--- src/rtl/uart_pkg.sv ---
// Shared UART definitions used by the receiver and the transmitter.
package uart_pkg;

  // en_16x pulses per bit period.
  localparam int OVERSAMPLE = 16;
  // Tick within the start bit at which the line is re-checked (mid-bit).
  localparam int MID_TICK   = 8;
  // Payload bits per frame.
  localparam int DATA_BITS  = 8;

  // Receiver frame states.
  typedef enum logic [1:0] {
    RX_IDLE  = 2'd0,
    RX_START = 2'd1,
    RX_DATA  = 2'd2,
    RX_STOP  = 2'd3
  } rx_state_t;

endpackage

--- src/rtl/sync_2ff.sv ---
// Two-flop synchronizer bringing an asynchronous single-bit input into clk.
module sync_2ff #(
  parameter logic RESET_VAL = 1'b1
) (
  input  logic clk,
  input  logic rst_n,
  input  logic d,
  output logic q
);

  logic meta;

  // Shift the asynchronous input through two flops; the first may go metastable.
  always_ff @(posedge clk or negedge rst_n) begin
    if (!rst_n) begin
      meta <= RESET_VAL;
      q    <= RESET_VAL;
    end else begin
      // NOTE: sequential state uses non-blocking assignments so every flop
      // samples the pre-edge value and the chain really is two stages deep.
      meta <= d;
      q    <= meta;
    end
  end

endmodule

--- src/rtl/receiver.sv ---
// UART receiver: 16x oversampled, 8 data bits, 1 stop bit, LSB first.
// Reports data available, framing error and overrun to the consumer.
module receiver
  import uart_pkg::*;
(
  input  logic       clk,
  input  logic       rst_n,
  input  logic       en_16x,
  input  logic       rxd,
  input  logic       clr_rda,
  output logic [7:0] rx_data,
  output logic       rda,
  output logic       ferr,
  output logic       oe
);

  localparam logic [3:0] TICK_MID  = 4'(MID_TICK - 1);
  localparam logic [3:0] TICK_LAST = 4'(OVERSAMPLE - 1);
  localparam logic [3:0] BIT_LAST  = 4'(DATA_BITS - 1);

  logic                 rxd_s;
  logic                 rxd_prev;
  logic [1:0]           settle_cnt;
  logic                 armed;
  logic                 start_edge;
  rx_state_t            state;
  logic [3:0]           tick_cnt;
  logic [3:0]           bit_cnt;
  logic [DATA_BITS-1:0] shift_reg;

  sync_2ff #(
    .RESET_VAL (1'b1)
  ) u_sync (
    .clk   (clk),
    .rst_n (rst_n),
    .d     (rxd),
    .q     (rxd_s)
  );

  // History flop for falling-edge detection on the synchronized line.
  always_ff @(posedge clk or negedge rst_n) begin
    if (!rst_n) rxd_prev <= 1'b1;
    else        rxd_prev <= rxd_s;
  end

  // After reset the synchronizer and history flops still hold their reset
  // value of 1, so a line that is already low would look like a fresh falling
  // edge. Wait until the pipeline has flushed and the real line has been seen
  // high before accepting any start edge.
  always_ff @(posedge clk or negedge rst_n) begin
    if (!rst_n) begin
      settle_cnt <= 2'd0;
      armed      <= 1'b0;
    end else begin
      if (settle_cnt != 2'd3) settle_cnt <= settle_cnt + 2'd1;
      if (settle_cnt == 2'd3 && rxd_s) armed <= 1'b1;
    end
  end

  assign start_edge = armed & rxd_prev & ~rxd_s;

  // Frame state machine, bit assembly and consumer-facing status flags.
  always_ff @(posedge clk or negedge rst_n) begin
    if (!rst_n) begin
      state     <= RX_IDLE;
      tick_cnt  <= 4'd0;
      bit_cnt   <= 4'd0;
      shift_reg <= '0;
      rx_data   <= 8'h00;
      rda       <= 1'b0;
      ferr      <= 1'b0;
      oe        <= 1'b0;
    end else begin
      // Acknowledge first; a byte completing in this same cycle assigns rda
      // again further down and that later assignment takes effect.
      if (clr_rda) begin
        rda <= 1'b0;
        oe  <= 1'b0;
      end

      case (state)
        RX_IDLE: begin
          if (start_edge) begin
            state    <= RX_START;
            tick_cnt <= 4'd0;
          end
        end

        RX_START: begin
          if (en_16x) begin
            if (tick_cnt == TICK_MID) begin
              // Still low at mid start bit: real frame, else a glitch.
              state    <= rxd_s ? RX_IDLE : RX_DATA;
              tick_cnt <= 4'd0;
              bit_cnt  <= 4'd0;
            end else begin
              tick_cnt <= tick_cnt + 4'd1;
            end
          end
        end

        RX_DATA: begin
          if (en_16x) begin
            if (tick_cnt == TICK_LAST) begin
              // LSB arrives first, so shift in from the MSB side.
              shift_reg <= {rxd_s, shift_reg[DATA_BITS-1:1]};
              bit_cnt   <= bit_cnt + 4'd1;
              tick_cnt  <= 4'd0;
              if (bit_cnt == BIT_LAST) state <= RX_STOP;
            end else begin
              tick_cnt <= tick_cnt + 4'd1;
            end
          end
        end

        RX_STOP: begin
          if (en_16x) begin
            if (tick_cnt == TICK_LAST) begin
              rx_data  <= shift_reg;
              rda      <= 1'b1;
              ferr     <= ~rxd_s;
              // Overrun only if the previous byte was not being taken now.
              if (rda && !clr_rda) oe <= 1'b1;
              tick_cnt <= 4'd0;
              state    <= RX_IDLE;
            end else begin
              tick_cnt <= tick_cnt + 4'd1;
            end
          end
        end

        default: state <= RX_IDLE;
      endcase
    end
  end

endmodule

--- config.mk ---
export PLATFORM = sky130hd
export DESIGN_NAME = receiver
export DESIGN_NICKNAME = d
export VERILOG_FILES = /design/src/rtl/uart_pkg.sv /design/src/rtl/sync_2ff.sv /design/src/rtl/receiver.sv
export SDC_FILE = /design/constraint.sdc
export NUM_CORES = 1
export LEC_CHECK = 0
export CAP_MARGIN = 20
export CORE_MARGIN = 1.5
export CORE_UTILIZATION = 24
export DETAILED_ROUTE_END_ITERATION = 8
export HOLD_SLACK_MARGIN = 0.15
export RECOVER_POWER = 25
export SETUP_SLACK_MARGIN = 0.15
export SYNTH_ARGS = -nofsm -noshare
export SYNTH_HDL_FRONTEND = slang
export SYNTH_HIERARCHICAL = 1
export SYNTH_SLANG_ARGS = --single-unit
export TNS_END_PERCENT = 30
--- constraint.sdc ---
create_clock -name clk -period 2.2 [get_ports clk]
set_input_delay 0.44 -clock clk [delete_from_list [all_inputs] [get_ports clk]]
set_output_delay 0.44 -clock clk [all_outputs]
set_load 0.01 [all_outputs]
; After elaboration in Yosys (flattened, before gate mapping)
; Cells that the tools add are included.
[totals]
word_cells = 77
output_inout_bits = 11
register_bits = 35
[classes]
bitwise = 3
mux = 30
n_addsub = 3
n_reduce_logical = 11
n_eq_ne = 17
[op_table]
columns = operator, count
row1 = $mux W4, 9
row2 = $mux W2, 9
row3 = $ne A2 B2 Y1 const B, 9
row4 = $pmux W4 S3, 1
row5 = $mux W1, 9
row6 = $reduce_and A3 Y1, 3
row7 = $add A4 B1 Y4 const B, 2
row8 = $eq A4 B3 Y1 const B, 2
row9 = $pmux W2 S4, 1
row10 = $pmux W4 S2, 1
row11 = $reduce_and A8 Y1, 1
row12 = $eq A2 B2 Y1 const B, 3
row13 = $reduce_and A5 Y1, 1
row14 = $eq A4 B4 Y1 const B, 1
row15 = $add A2 B1 Y2 const B, 1
row16 = $and A1 B1 Y1, 2
row17 = $eq A2 B1 Y1 const B, 1
row18 = $logic_and A1 B1 Y1, 2
row19 = $logic_not A2 Y1, 1
row20 = $ne A2 B1 Y1 const B, 1
row21 = $reduce_bool A2 Y1, 1
row22 = $reduce_or A2 Y1, 1
row23 = $logic_not A1 Y1, 1
row24 = $not A1 Y1, 1

; Depth between registers and ports, before layout
[depth]
word_depth = 6
mapped_depth = 5
mapped_depth_nobuf = 4

; By module
; The synthesis kept the hierarchy.
[by_module_without_submodules]
columns = mod, seq_area_each_um2, instances, area_each_um2, cells_per_inst
row1 = receiver, 827.0, 1, 1522.7, 123
row2 = sync_2ff, 52.6, 1, 52.6, 2

; Worst setup path before layout
; Ideal clock, no wire load.
[synth_path]
path_type = reg-to-reg
startpoint = register tick_cnt[0]
endpoint = register shift_reg[0]
arrival_ns = 1.508
setup_ns = 0.125
path_stages_with_launch = 5
setup_slack_ns = 0.567
period_less_slack_ns = 1.633
n_path_buf = 0
path_cell_list = dfrtp_1 -> ha_1 -> nand3_4 -> nor3_4 -> mux2_2
[synth_between]
elab_chain_cells = 2
[synth_rtl]
columns = item, line_no
row1 = "start, declared", receiver.sv:27  ; logic [3:0] tick_cnt;
row2 = "start signal, assigned", receiver.sv:97  ; tick_cnt <= tick_cnt + 4'd1;
row3 = "start signal, assigned", receiver.sv:111  ; tick_cnt <= tick_cnt + 4'd1;
row4 = "start signal, assigned", receiver.sv:127  ; tick_cnt <= tick_cnt + 4'd1;
row5 = $eq A4 B4 Y1, receiver.sv:104  ; if (tick_cnt == TICK_LAST) begin
row6 = $reduce_and A3 Y1 (no line), -
row7 = "end signal, assigned", receiver.sv:106  ; shift_reg <= {rxd_s, shift_reg[DATA_BITS-1:1]};
row8 = "end, declared", receiver.sv:29  ; logic [DATA_BITS-1:0] shift_reg;
; Every way passes these cells.
; A chain may end at the register's enable or synchronous reset.

; Final worst setup path
[layout_path]
startpoint = register tick_cnt[0]
endpoint = register shift_reg[6]
; The elaborated chain is that of the path after synthesis.

==> flow_summary.ini <==
[run_status]
status = finished, final reports clean

[route]
drc = 0
drt_iter0_markers = 70
wl_um = 2770
drt_first_pass_iters = 4
ant_nets = 0
dr_total_vias = 1040
wl_per_cell_um = 12.3
via_per_inst = 4.64

[sta]
fmax_mhz = 537
setup_viol_count_final = 0
tightestPinTransition_ns = 0.849
hold_violations = 0
maxSlewViolCount = 0
fin_skew_ns = 0.0120
rsz0062_at_grt = false
min_period_ns = 1.86
fin_crit_sh_pct = 84.7
slew_headroom_pct = 43.4
setup_tns_ns = 0

[global_routing]
track_usage_pct = 9.04
antenna_found_initial = 0
grt_pass1_vias = 1089
grt_max_degree = 36
overflow = 0
grt_pass1_wl_um = 5080

[die]
die_area_um2 = 7060
die_y_um = 84.0
die_w_um = 84.0
start_util_pct = 24.8
boundaryPins = 16
fp-row-count = 29
core-area_um2 = 6350

[critical_path]
crit_chain = ha_1, nand3_4, nor3_4, mux2_2
end_kind = register
cp_max_fo = 9
r2r.worst_path.cells = 4
reg2reg_from = tick_cnt[0]$_DFFE_PN0P_
path_class = register to register
max_stage_delay_ns = 0.43
required_ns = 2.37
worstSetupStartpoint = tick_cnt[0]$_DFFE_PN0P_
timing.critical_path.to = shift_reg[6]$_DFFE_PN0P_
slowest_stage = dfrtp_1
r2r_end = shift_reg[6]$_DFFE_PN0P_
arrival_ns = 2.04
startpoint_type = register
r2r_slack_ns = 0.34

[cts]
post_cts_resized = 0
cts_max_path_buffers = 2
clkLatencyLatePin_ns = 0.29
cts_buffers = 5
ctsHoldBuffers = 0
clock_sinks = 35
clk_pin_slew_ns = 0.08
clk_root_buffer_cell = clkbuf_8
post_cts_buffers = 0
tritoncts = yes
htree_num_levels = 2

[flow_run]
maxCapViolCount = 0

[synthesis]
yosys_warnings = 6
syn_nets = 133
yosys.area_share.simple_pct = 10.2
synth_compound_area_share_pct = 13.3
yosysSeqAreaShare_pct = 55.8
synth.avg_cell_area_um2 = 12.6
synthXorXnorAreaFrac_pct = 1.11
syn-cell-area_um2 = 1580
synth_top_family_by_area = multiplexers
yosys-mux-area-fraction_pct = 13.5
netlist_instances = 125
synth_fa_ha_area_share_pct = 2.38
ys_seq_elements = 35
synth_cell_types = 44

[final_layout]
drive_above_1_share_pct = 27.9
fin_nets = 154
antenna_cells = 0
area_growth_pct = 21.4
fin_area_um2 = 1910
fin_util_pct = 30.1

[power_and_ir_drop]
leakagePower_nw = 0.816
powerDensity_nw_per_um2 = 801
total_power_mw = 1.53
vdd_drop_max_v = 0.000235

[place]
hpwl_um = 1910
postPlaceCellArea_um2 = 1820
port_buffers = 15
routabilityCongestion = 0.760

[worst_hold_path]
hold_path_class = register to register
## through the flow
stage               setup WS, ns  hold slack [ns]  std cells
finish                     0.337            0.362        224
global route               0.212            0.370        224
CTS                        0.328            0.359        224
detailed placement         0.127            0.349        216
global placement           0.126            0.346        216
floorplan                  0.567            0.144        125
## worst min-delay path by stage
stage	from	endpoint	slack (ns)	cells after the start
3_5_place_dp	u_sync/meta$_DFF_PN1_	u_sync/q$_DFF_PN1_	0.35	0
2_1_floorplan	rst_n	asynchronous set/reset pin	0.14	0
4_1_cts	u_sync/meta$_DFF_PN1_	u_sync/q$_DFF_PN1_	0.36	0
5_1_grt	u_sync/meta$_DFF_PN1_	u_sync/q$_DFF_PN1_	0.37	0
6_report	u_sync/meta$_DFF_PN1_	u_sync/q$_DFF_PN1_	0.36	0
3_3_place_gp	u_sync/meta$_DFF_PN1_	u_sync/q$_DFF_PN1_	0.35	0
## synth_stat cells
library cell | instances | area [um^2]
a211oi_1 | 1 | 7.51
a21o_1 | 1 | 7.51
a21oi_1 | 2 | 10.0
a221oi_1 | 3 | 26.3
a22oi_1 | 1 | 7.51
a31o_2 | 1 | 8.76
a31oi_1 | 3 | 18.8
and2_1 | 1 | 6.26
and2b_1 | 1 | 7.51
and3_2 | 1 | 7.51
and4b_2 | 1 | 11.3
buf_1 | 1 | 3.75
buf_2 | 1 | 5.00
buf_6 | 1 | 11.3
clkbuf_1 | 1 | 3.75
clkbuf_2 | 1 | 5.00
clkbuf_4 | 1 | 7.51
dfrtp_1 | 32 | 801
dfstp_2 | 3 | 78.8
ha_1 | 3 | 37.5
inv_1 | 6 | 22.5
mux2_2 | 18 | 203
mux2i_1 | 1 | 10.0
nand2_1 | 4 | 15.0
nand3_1 | 2 | 10.0
nand3_4 | 1 | 17.5
nand3b_1 | 1 | 7.51
nand4_1 | 1 | 6.26
nand4b_1 | 1 | 8.76
nor2_1 | 1 | 3.75
nor2_2 | 1 | 6.26
nor3_1 | 2 | 10.0
nor3_4 | 1 | 16.3
nor3b_1 | 1 | 7.51
nor4_1 | 1 | 6.26
o211ai_1 | 4 | 30.0
o21ai_0 | 9 | 45.0
o21ba_2 | 1 | 10.0
o22ai_1 | 2 | 12.5
o31a_1 | 2 | 17.5
o31ai_1 | 1 | 7.51
or2_2 | 2 | 12.5
xnor2_1 | 1 | 8.76
xor2_1 | 1 | 8.76
## worst max-delay path: cells and delay by family, from the launching register on
| kind | cells | cell delay [ns] |
|---|---|---|
| and+or+nand+nor | 2 | 0.59 |
| DFF | 1 | 0.43 |
| muxes | 1 | 0.39 |
| adders and majority gates | 1 | 0.33 |
## where the power goes
group	internal [mW]	switching (mW)	total, mW
Sequential	0.694	0.0934	0.787
Clock	0.252	0.231	0.483
Combinational	0.117	0.144	0.261
## cell families after synthesis
kind of cell | Yosys count
xor+xnor | 2
flops | 35
fa+ha+maj | 3
mux | 19
compound gates | 31
buf+inv | 12
simple gates | 23
## cell usage in the layout (no fill, tap or decap), types with 2 or more instances in the layout
master           synthesis  final
a21oi_1                  2      2
a221oi_1                 3      3
a31oi_1                  3      3
buf_4                    0      4
clkbuf_8                 0      6
clkdlybuf4s50_1          0     13
dfrtp_1                 32     32
dfstp_2                  3      2
dlygate4sd3_1            0      2
ha_1                     3      3
inv_1                    6      6
mux2_2                  18     18
nand2_1                  4      4
nand3_1                  2      2
nor3_1                   2      2
o211ai_1                 4      4
o21ai_0                  9      9
o22ai_1                  2      2
o31a_1                   2      2
or2_2                    2      2
## layout make-up
type,count,area [um^2]
clock buffers,7,86.3
multi-input cells,78,637
repair buffers,20,185
clock inverters,1,5.00
inverters,6,22.5
flip-flops and latches,35,880
fillers,649,4440
well taps,77,96.3
## metal layers
layer | part of all wire (%) | vias to the layer above | global-route usage (%)
met5 | 0 | - | 0
met4 | 1.6 | 0 | 3.58
met3 | 4.5 | 5 | 3.66
met2 | 45 | 18 | 13.3
met1 | 49 | 514 | 11.8
li1 | - | 503 | -
Power figures use the tool's default switching activity.
